===== config.mk =====
export PLATFORM = sky130hd
export DESIGN_NAME = jtag_stream_engine
export DESIGN_NICKNAME = d
export VERILOG_FILES = /design/src/rtl/jtag_stream_engine.sv
export SDC_FILE = /design/constraint.sdc
export NUM_CORES = 1
export LEC_CHECK = 0
export ABC_AREA = 1
export CORE_UTILIZATION = 35
export CTS_CLUSTER_SIZE = 14
export DETAILED_ROUTE_END_ITERATION = 10
export MAX_ROUTING_LAYER = met4
export PLACE_DENSITY_LB_ADDON = 0.1
export SYNTH_ARGS = -nofsm -noshare
export SYNTH_HDL_FRONTEND = slang
export SYNTH_SLANG_ARGS = --single-unit

===== constraint.sdc =====
create_clock -name clk_i -period 8.7 [get_ports clk_i]
set_input_delay 1.305 -clock clk_i [delete_from_list [all_inputs] [get_ports clk_i]]
set_output_delay 1.305 -clock clk_i [all_outputs]
set_load 0.005 [all_outputs]

===== src/rtl/jtag_stream_engine.sv =====
// Streaming JTAG shifter: consumes TMS/TDI words, drives TCK/TMS/TDI with a runtime divider and
// returns captured TDO words through a single-entry holding register.
module jtag_stream_engine #(
  parameter int unsigned WordWidth = 32,
  parameter int unsigned LenWidth  = 16,
  parameter int unsigned DivWidth  = 8
) (
  input  logic                 clk_i,
  input  logic                 rst_i,
  input  logic                 cmd_valid_i,
  output logic                 cmd_ready_o,
  input  logic [LenWidth-1:0]  cmd_length_i,
  input  logic [DivWidth-1:0]  cmd_div_i,
  input  logic                 in_valid_i,
  output logic                 in_ready_o,
  input  logic [WordWidth-1:0] in_tms_i,
  input  logic [WordWidth-1:0] in_tdi_i,
  output logic                 out_valid_o,
  input  logic                 out_ready_i,
  output logic [WordWidth-1:0] out_tdo_o,
  output logic                 busy_o,
  output logic                 tck_o,
  output logic                 tms_o,
  output logic                 tdi_o,
  input  logic                 tdo_i
);

  localparam int unsigned IdxW = $clog2(WordWidth);
  localparam logic [IdxW-1:0] LastIdx = IdxW'(WordWidth - 1);

  typedef enum logic [2:0] {StIdle, StLoad, StLow, StHigh, StWaitOut} state_e;

  state_e               state_q, state_d;
  logic [LenWidth-1:0]  len_q, len_d, cnt_q, cnt_d, cnt_inc;
  logic [DivWidth-1:0]  div_q, div_d, div_cnt_q, div_cnt_d;
  logic [IdxW-1:0]      idx_q, idx_d, idx_nxt;
  logic [WordWidth-1:0] tms_w_q, tms_w_d, tdi_w_q, tdi_w_d;
  logic [WordWidth-1:0] cap_q, cap_d, cap_new;
  logic [WordWidth-1:0] out_tdo_q, out_tdo_d;
  logic                 out_valid_q, out_valid_d;
  logic                 tck_q, tck_d, tms_q, tms_d, tdi_q, tdi_d;
  logic                 out_free, last_bit, word_end;

  always_comb begin
    state_d     = state_q;
    len_d       = len_q;
    div_d       = div_q;
    div_cnt_d   = div_cnt_q;
    cnt_d       = cnt_q;
    idx_d       = idx_q;
    tms_w_d     = tms_w_q;
    tdi_w_d     = tdi_w_q;
    cap_d       = cap_q;
    tms_d       = tms_q;
    tdi_d       = tdi_q;
    out_tdo_d   = out_tdo_q;
    out_valid_d = out_valid_q & ~out_ready_i;

    // Holding register accepts a word if empty or being drained this very cycle.
    out_free = ~out_valid_q | out_ready_i;
    cap_new  = cap_q;
    cap_new[idx_q] = tdo_i;
    cnt_inc  = cnt_q + 1'b1;
    idx_nxt  = idx_q + 1'b1;
    last_bit = (cnt_inc == len_q);
    word_end = (idx_q == LastIdx);

    unique case (state_q)
      StIdle: begin
        if (cmd_valid_i) begin
          len_d = cmd_length_i;
          div_d = cmd_div_i;
          cnt_d = '0;
          if (cmd_length_i != '0) state_d = StLoad;
        end
      end
      StLoad: begin
        if (in_valid_i) begin
          tms_w_d   = in_tms_i;
          tdi_w_d   = in_tdi_i;
          idx_d     = '0;
          cap_d     = '0;
          tms_d     = in_tms_i[0];
          tdi_d     = in_tdi_i[0];
          div_cnt_d = '0;
          state_d   = StLow;
        end
      end
      StLow: begin
        if (div_cnt_q == div_q) begin
          div_cnt_d = '0;
          state_d   = StHigh;
        end else begin
          div_cnt_d = div_cnt_q + 1'b1;
        end
      end
      StHigh: begin
        if (div_cnt_q != div_q) begin
          div_cnt_d = div_cnt_q + 1'b1;
        end else begin
          div_cnt_d = '0;
          cap_d     = cap_new;
          cnt_d     = cnt_inc;
          if (!word_end && !last_bit) begin
            idx_d   = idx_nxt;
            tms_d   = tms_w_q[idx_nxt];
            tdi_d   = tdi_w_q[idx_nxt];
            state_d = StLow;
          end else if (out_free) begin
            out_tdo_d   = cap_new;
            out_valid_d = 1'b1;
            state_d     = last_bit ? StIdle : StLoad;
          end else begin
            state_d = StWaitOut;
          end
        end
      end
      StWaitOut: begin
        if (out_free) begin
          out_tdo_d   = cap_q;
          out_valid_d = 1'b1;
          state_d     = (cnt_q == len_q) ? StIdle : StLoad;
        end
      end
      default: state_d = StIdle;
    endcase

    // TCK is registered from the next state so it never glitches.
    tck_d = (state_d == StHigh);
  end

  always_ff @(posedge clk_i or posedge rst_i) begin
    if (rst_i) begin
      state_q     <= StIdle;
      len_q       <= '0;
      div_q       <= '0;
      div_cnt_q   <= '0;
      cnt_q       <= '0;
      idx_q       <= '0;
      tms_w_q     <= '0;
      tdi_w_q     <= '0;
      cap_q       <= '0;
      out_tdo_q   <= '0;
      out_valid_q <= 1'b0;
      tck_q       <= 1'b0;
      tms_q       <= 1'b0;
      tdi_q       <= 1'b0;
    end else begin
      state_q     <= state_d;
      len_q       <= len_d;
      div_q       <= div_d;
      div_cnt_q   <= div_cnt_d;
      cnt_q       <= cnt_d;
      idx_q       <= idx_d;
      tms_w_q     <= tms_w_d;
      tdi_w_q     <= tdi_w_d;
      cap_q       <= cap_d;
      out_tdo_q   <= out_tdo_d;
      out_valid_q <= out_valid_d;
      tck_q       <= tck_d;
      tms_q       <= tms_d;
      tdi_q       <= tdi_d;
    end
  end

  assign cmd_ready_o = (state_q == StIdle);
  assign in_ready_o  = (state_q == StLoad);
  assign busy_o      = (state_q != StIdle);
  assign out_valid_o = out_valid_q;
  assign out_tdo_o   = out_tdo_q;
  assign tck_o       = tck_q;
  assign tms_o       = tms_q;
  assign tdi_o       = tdi_q;

endmodule

Word-level counts from Yosys, hierarchy flattened
Cells that the tools add are included.
{"block": "word_totals", "register_bits": 188, "out_inout_bits": 39, "elab_cells": 108}
{"block": "classes", "addsub": 3, "order_cmp": 3, "eq_ne": 17, "muxes": 49, "bitwise_logic": 4, "reduce_logical": 18}
{"op": "$mux 32", "count": 6}
{"op": "$pmux 32 s2", "count": 2}
{"op": "$bwmux 32", "count": 1}
{"op": "$eq 16x16->1", "count": 2}
{"op": "$mux 16", "count": 2}
{"op": "$pmux 16 s2", "count": 1}
{"op": "$mux 3", "count": 8}
{"op": "$mux 8", "count": 3}
{"op": "$pmux 8 s3", "count": 1}
{"op": "$add 16x1->16 const B", "count": 1}
{"op": "$reduce_bool 16->1", "count": 1}
{"op": "$mux 5", "count": 3}
{"op": "$pmux 3 s5", "count": 1}
{"op": "$mux 1", "count": 14}
{"op": "$ne 2x2->1 const B", "count": 7}
{"op": "$lt 5x6->1 const B", "count": 2}
{"op": "$bmux 1 s5", "count": 2}
{"op": "$pmux 5 s2", "count": 1}
{"op": "$eq 3x2->1 const B", "count": 3}
{"op": "$add 8x1->8 const B", "count": 1}
{"op": "$eq 8x8->1", "count": 1}
{"op": "$ne 8x8->1", "count": 1}
{"op": "$pmux 1 s2", "count": 3}
{"op": "$reduce_and 2->1", "count": 3}
{"op": "other kinds (17)", "count": 24}

Depth between registers and ports, before layout
{"block": "logic_depth", "word_depth": 9, "depth_mapped": 16, "ltp_nobuf": 16}

Least setup slack after synthesis
OpenSTA, ideal clock, no wires.
{"block": "synth_timing", "path_kind": "input port to flip-flop", "start": "input port in_valid_i", "end": "register cap_q[0]", "setup_time_ns": 0.130, "arrival_ns": 2.290, "t_required_ns": 8.570, "slack_ns": 6.280, "path_stages": 6, "cell_sequence": "nand2_1 > nor2_1 > clkinv_1 > nand2_1 > clkbuf_1 > o21ai_0"}
{"block": "synth_between", "elab_chain_cells": 2}
{"item": "from (decl)", "line": "14", "rtl": "input logic in_valid_i,"}
{"item": "$ne 2x2->1 (no line)"}
{"item": "$reduce_and 3->1 (no line)"}
{"item": "to (signal assigned)", "line": "157", "rtl": "cap_q <= cap_d;"}
{"item": "to (decl)", "line": "38", "rtl": "logic [WordWidth-1:0] cap_q, cap_d, cap_new;"}
Every way passes these cells.
A chain may end at the register's enable or synchronous reset.

Worst setup path after layout
{"block": "layout_timing", "start": "input port in_valid_i", "end": "register cap_q[6]"}
Same word-level chain as after synthesis.

==> summary.md <==
| Metric | Value |
|---|---|
| Type of element launching the critical path | input pin |
| Most common cell on crit path | nand2_1 |
| Worst Clk Skew | 14.65 ps |
| Largest driver fanout on the critical path | 34 |
| Routed len/inst | 14.85 um |
| Count of distinct cell types in the synthesized netlist | 37 |
| Global-route usage over all layers | 20.34% |
| Antenna-violating nets left | 0 |
| Worst hold path type | reg2reg |
| Slew at the pin closest to its max-slew limit | 1131 ps |
| Die boundary height | 171.9 um |
| List of cells traversed by the critical path | clkdlybuf4s50_1 > nand2_1 > nor2_4 > clkinv_1 > nand2_1 > o21ai_0 |
| Io pins | 133 |
| Synthesis warning total | 0 |
| Most used standard cell by instance count after synthesis | nand2_1 |
| CTS root buffer | clkbuf_16 |
| Final cycle utilization of the critical path | 48.99% |
| Via count of the first global-routing pass | 8830 |
| Standard-cell rows | 61 |
| First-pass GRT wire length | 45.90 mm |
| Largest family of logic cells by synthesized area | simple AND/OR/NAND/NOR gates |
| 1st-pass router iterations | 5 |
| Slew headroom | 24.42% |
| Number of standard cells in the final layout excluding fillers | 1855 |
| Destination of the worst register-to-register timing path | cap_q[6]$_DFFE_PP0P_ |
| Pin count of the biggest net entering global routing | 116 |
| FMAX | 0.2346 GHz |
| Vias | 9103 |
| Part of the total power dissipated in combinational logic | 3.9% |
| Residual DRC count | 0 |
| Fraction of layout cells with a size suffix above 1 | 4.401% |
| Total area of multi-input combinational cells | 4594 um2 |
| Flop and latch count out of synthesis | 188 |
| Start point of the worst min-delay path | out_tdo_o[7]$_DFFE_PP0P_ |
| Inserted Diodes | 0 |
| Adder-cell share of the synthesized area | 0.8672% |
| Cell at the slowest stage of the critical path | nand2_1 |
| Final std cell area, no fill | roughly 12000 um2 |
| Seq pwr share | between 50% and 60% |
| Utilization after layout | 43.67% |
| Number of clock buffers inserted by TritonCTS | 17 |
| Number of fill cells in the layout | 2959 |
| Int Power | 0.001317 W |
| Final min period | between 4000 and 5000 ps |
| DIE AREA | 29540 um2 |
| CP top delay family | simple AND/OR/NAND/NOR gates |
| Post-synthesis sequential area ratio | between 40% and 50% |
| Clock tree from TritonCTS | built |
| Total negative slack for setup checks | 0 ps |
| Cell count after placement | 1824 |
| # Max-Cap Violations | 0 |
| Switching part of the total power | 24.00% |
| Total gr overflow | 0 |
| Hold-fix buffers, CTS | 0 |
| Unrepaired setup endpoints after global routing | false |
| Worst skew pair latency | 440 ps |
| R2R cell count | 10 |
| Arrival @ worst endpoint | 4520 ps |
| Crit end category | flip-flop |
| Total of buffers placed on input and output ports | roughly 130 |
| PD cells | between 100 and 150 nW/um2 |
| Worst-case hold path end point | out_tdo_o[7]$_DFFE_PP0P_ |
| Drt first-iter violations | 723 |
| Share of flip-flops with an asynchronous set or reset | 100.0% |
| Number of sinks on the clock net | 188 |
| FF-to-FF setup slack | 5050 ps |
| Area of the core | 28090 um2 |
| Cell type with the highest aggregate area in the netlist | dfrtp_1 |
| Area growth from synthesis to layout | 21.46% |
| # H-tree levels | 4 |
| Area used by sequential logic in the layout | 4706 um2 |
| Hold depth | 2 |
| Weighted congestion at the end of routability-driven global placement | 0.8880 |
| Synthesized-area fraction occupied by and/or/nand/nor cells | a little under a third |
| Biggest area contributors in the synthesized netlist | dfrtp_1 (47%), nand2_1 (18%), o21ai_0 (7.6%) |
| Placed instance area | 11680 um2 |
| Overall die width | 171.9 um |
| Setup-violating endpoint count in the final report | 0 |
| Initial core utilization | 35.96% |
| Synth Flop Type | dfrtp_1 |
| Leakage | 5.745 nW |
| Peak supply drop | 0.0001184 V |
| Path type of the worst setup path | in2reg |
| Synthesized-area fraction occupied by xor and xnor cells | under 10% |
| Data required time at the worst endpoint | around 9000 ps |
| Number of synthesized flops with an enable pin | 0 |
| Area fraction in compound gates after synthesis | 12.59% |
| Proportion of netlist area held by the largest area contributor | between 40 and 50% |
| Part of the power in the clock network | 45.7% |
| Worst R2R Start | state_q[1]$_DFF_PP0_ |
| Max Buffers Root-to-Sink | 2 |
| Run status | completed |
| Net Switching | between 0.0004 and 0.0005 W |
| Final HPWL DP | 18.70 mm |
| Max-slew violation count | 0 |
| Slowest Stage Delay on Critical Path | roughly 1300 ps |
| Wirelength, routed | 27.55 mm |
| Sum of buffers and inverters on the critical path | 2 |
| Total count of hold-check failures in the final report | 0 |
| Initial antenna violation count | 0 |
| Clock transition time at the flip-flop clock pins of the worst setup and hold paths | 70 ps |
| Post-layout nets | between 1500 and 2000 |
| Synthesized instance count | between 1000 and 1500 |
| Mux contribution to synthesized area | 0% |
| Average via count per standard cell | 4.907 |
| Avg Inst Size Synth | 7.356 um2 |
| Net count of the mapped netlist | about 1500 |
| Top cells by count, synth | nand2_1 (485), dfrtp_1 (188), o21ai_0 (153) |
| Cell Area, Synth | 10100 um2 |
| Cts repair resizes | 0 |
| Setup repair bufs after CTS | 0 |
kinds of logic after synthesis:
| kind of cell | after synthesis |
|---|---|
| simple gates | 714 |
| compound gates | 237 |
| buf+inv | 205 |
| flops | 188 |
| xor+xnor | 22 |
| fa+ha+maj | 7 |
tightest hold or removal path, stage by stage, from the launching register on:
cell	delay, ps
dfrtp_1	350
nand2_1	50
nand2_1	40
power groups by stage:
stage               Combinational [W]  Sequential (W)  Clock [W]
global placement            0.0000702        0.000890          0
global route                0.0000742        0.000873   0.000846
detailed placement          0.0000696        0.000890          0
CTS                         0.0000695        0.000873   0.000813
finish                      0.0000673        0.000873   0.000793
floorplan                   0.0000151        0.000891          0
how the worst max path moves through the flow:
stage	start	to	depth (start not counted)
after detailed placement	in_valid_i	cap_q[18]$_DFFE_PP0P_	6
after floorplan	rst_i	cap_q[0]$_DFFE_PP0P_	1
after global routing	in_valid_i	cap_q[13]$_DFFE_PP0P_	6
after CTS	in_valid_i	cap_q[6]$_DFFE_PP0P_	6
after global placement	in_valid_i	cap_q[0]$_DFFE_PP0P_	6
final	in_valid_i	cap_q[6]$_DFFE_PP0P_	6
placed cells by master, fill, tap and decap left out, types with 4 or more instances in the layout:
| cell | instances |
|---|---|
| o211ai_1 | 18 |
| nand3_1 | 80 |
| o21ai_0 | 153 |
| a31oi_1 | 16 |
| inv_8 | 6 |
| xor2_1 | 16 |
| dfrtp_1 | 187 |
| buf_4 | 9 |
| o22ai_1 | 4 |
| nor4_1 | 10 |
| a21oi_1 | 40 |
| nor3_1 | 6 |
| nor2_1 | 59 |
| clkdlybuf4s50_1 | 132 |
| or2_2 | 7 |
| nor2_2 | 6 |
| xnor2_1 | 6 |
| clkinvlp_4 | 5 |
| nand4_1 | 47 |
| ha_1 | 7 |
| inv_1 | 132 |
| clkinv_1 | 4 |
| nand2_1 | 485 |
| clkbuf_16 | 17 |
per-stage QoR:
stage,total power [W],hold slack (ps),setup slack [ps]
floorplan,0.0009058,436.6,2281
finish,0.001733,470.2,4438
global route,0.001793,485.7,4136
detailed placement,0.0009599,453.3,3873
global placement,0.0009606,447.9,4023
CTS,0.001756,471.4,4389
layout make-up:
class / count / share of cell area, %
clock buffer: 17 / 3.468
sequential: 188 / 38.36
tap: 378 / 3.856
timing repair buffer: 141 / 11.32
multi-input combinational: 980 / 37.45
inverter: 137 / 4.253
clock inverter: 14 / 1.285
registers in the layout, summed over array words and instances, names as in the netlist:
register,count
out_valid_o,1
div_q,8
tdi_w_q,32
tms_o,1
tck_o,1
state_q,3
cnt_q,16
div_cnt_q,8
idx_q,5
out_tdo_o,32
cap_q,32
tdi_o,1
tms_w_q,32
len_q,16
routing by layer:
metal	GRT usage (%)	vias to the layer above	wire, um	share of wire, %
li1	-	4645	-	-
met3	3.113	23	954	3.5
met1	27.93	4265	13850	50
met5	-	-	0	0
met2	31.42	170	12360	45
met4	5.079	0	391	1.4
No activity file was read; power rests on OpenSTA's default activity.
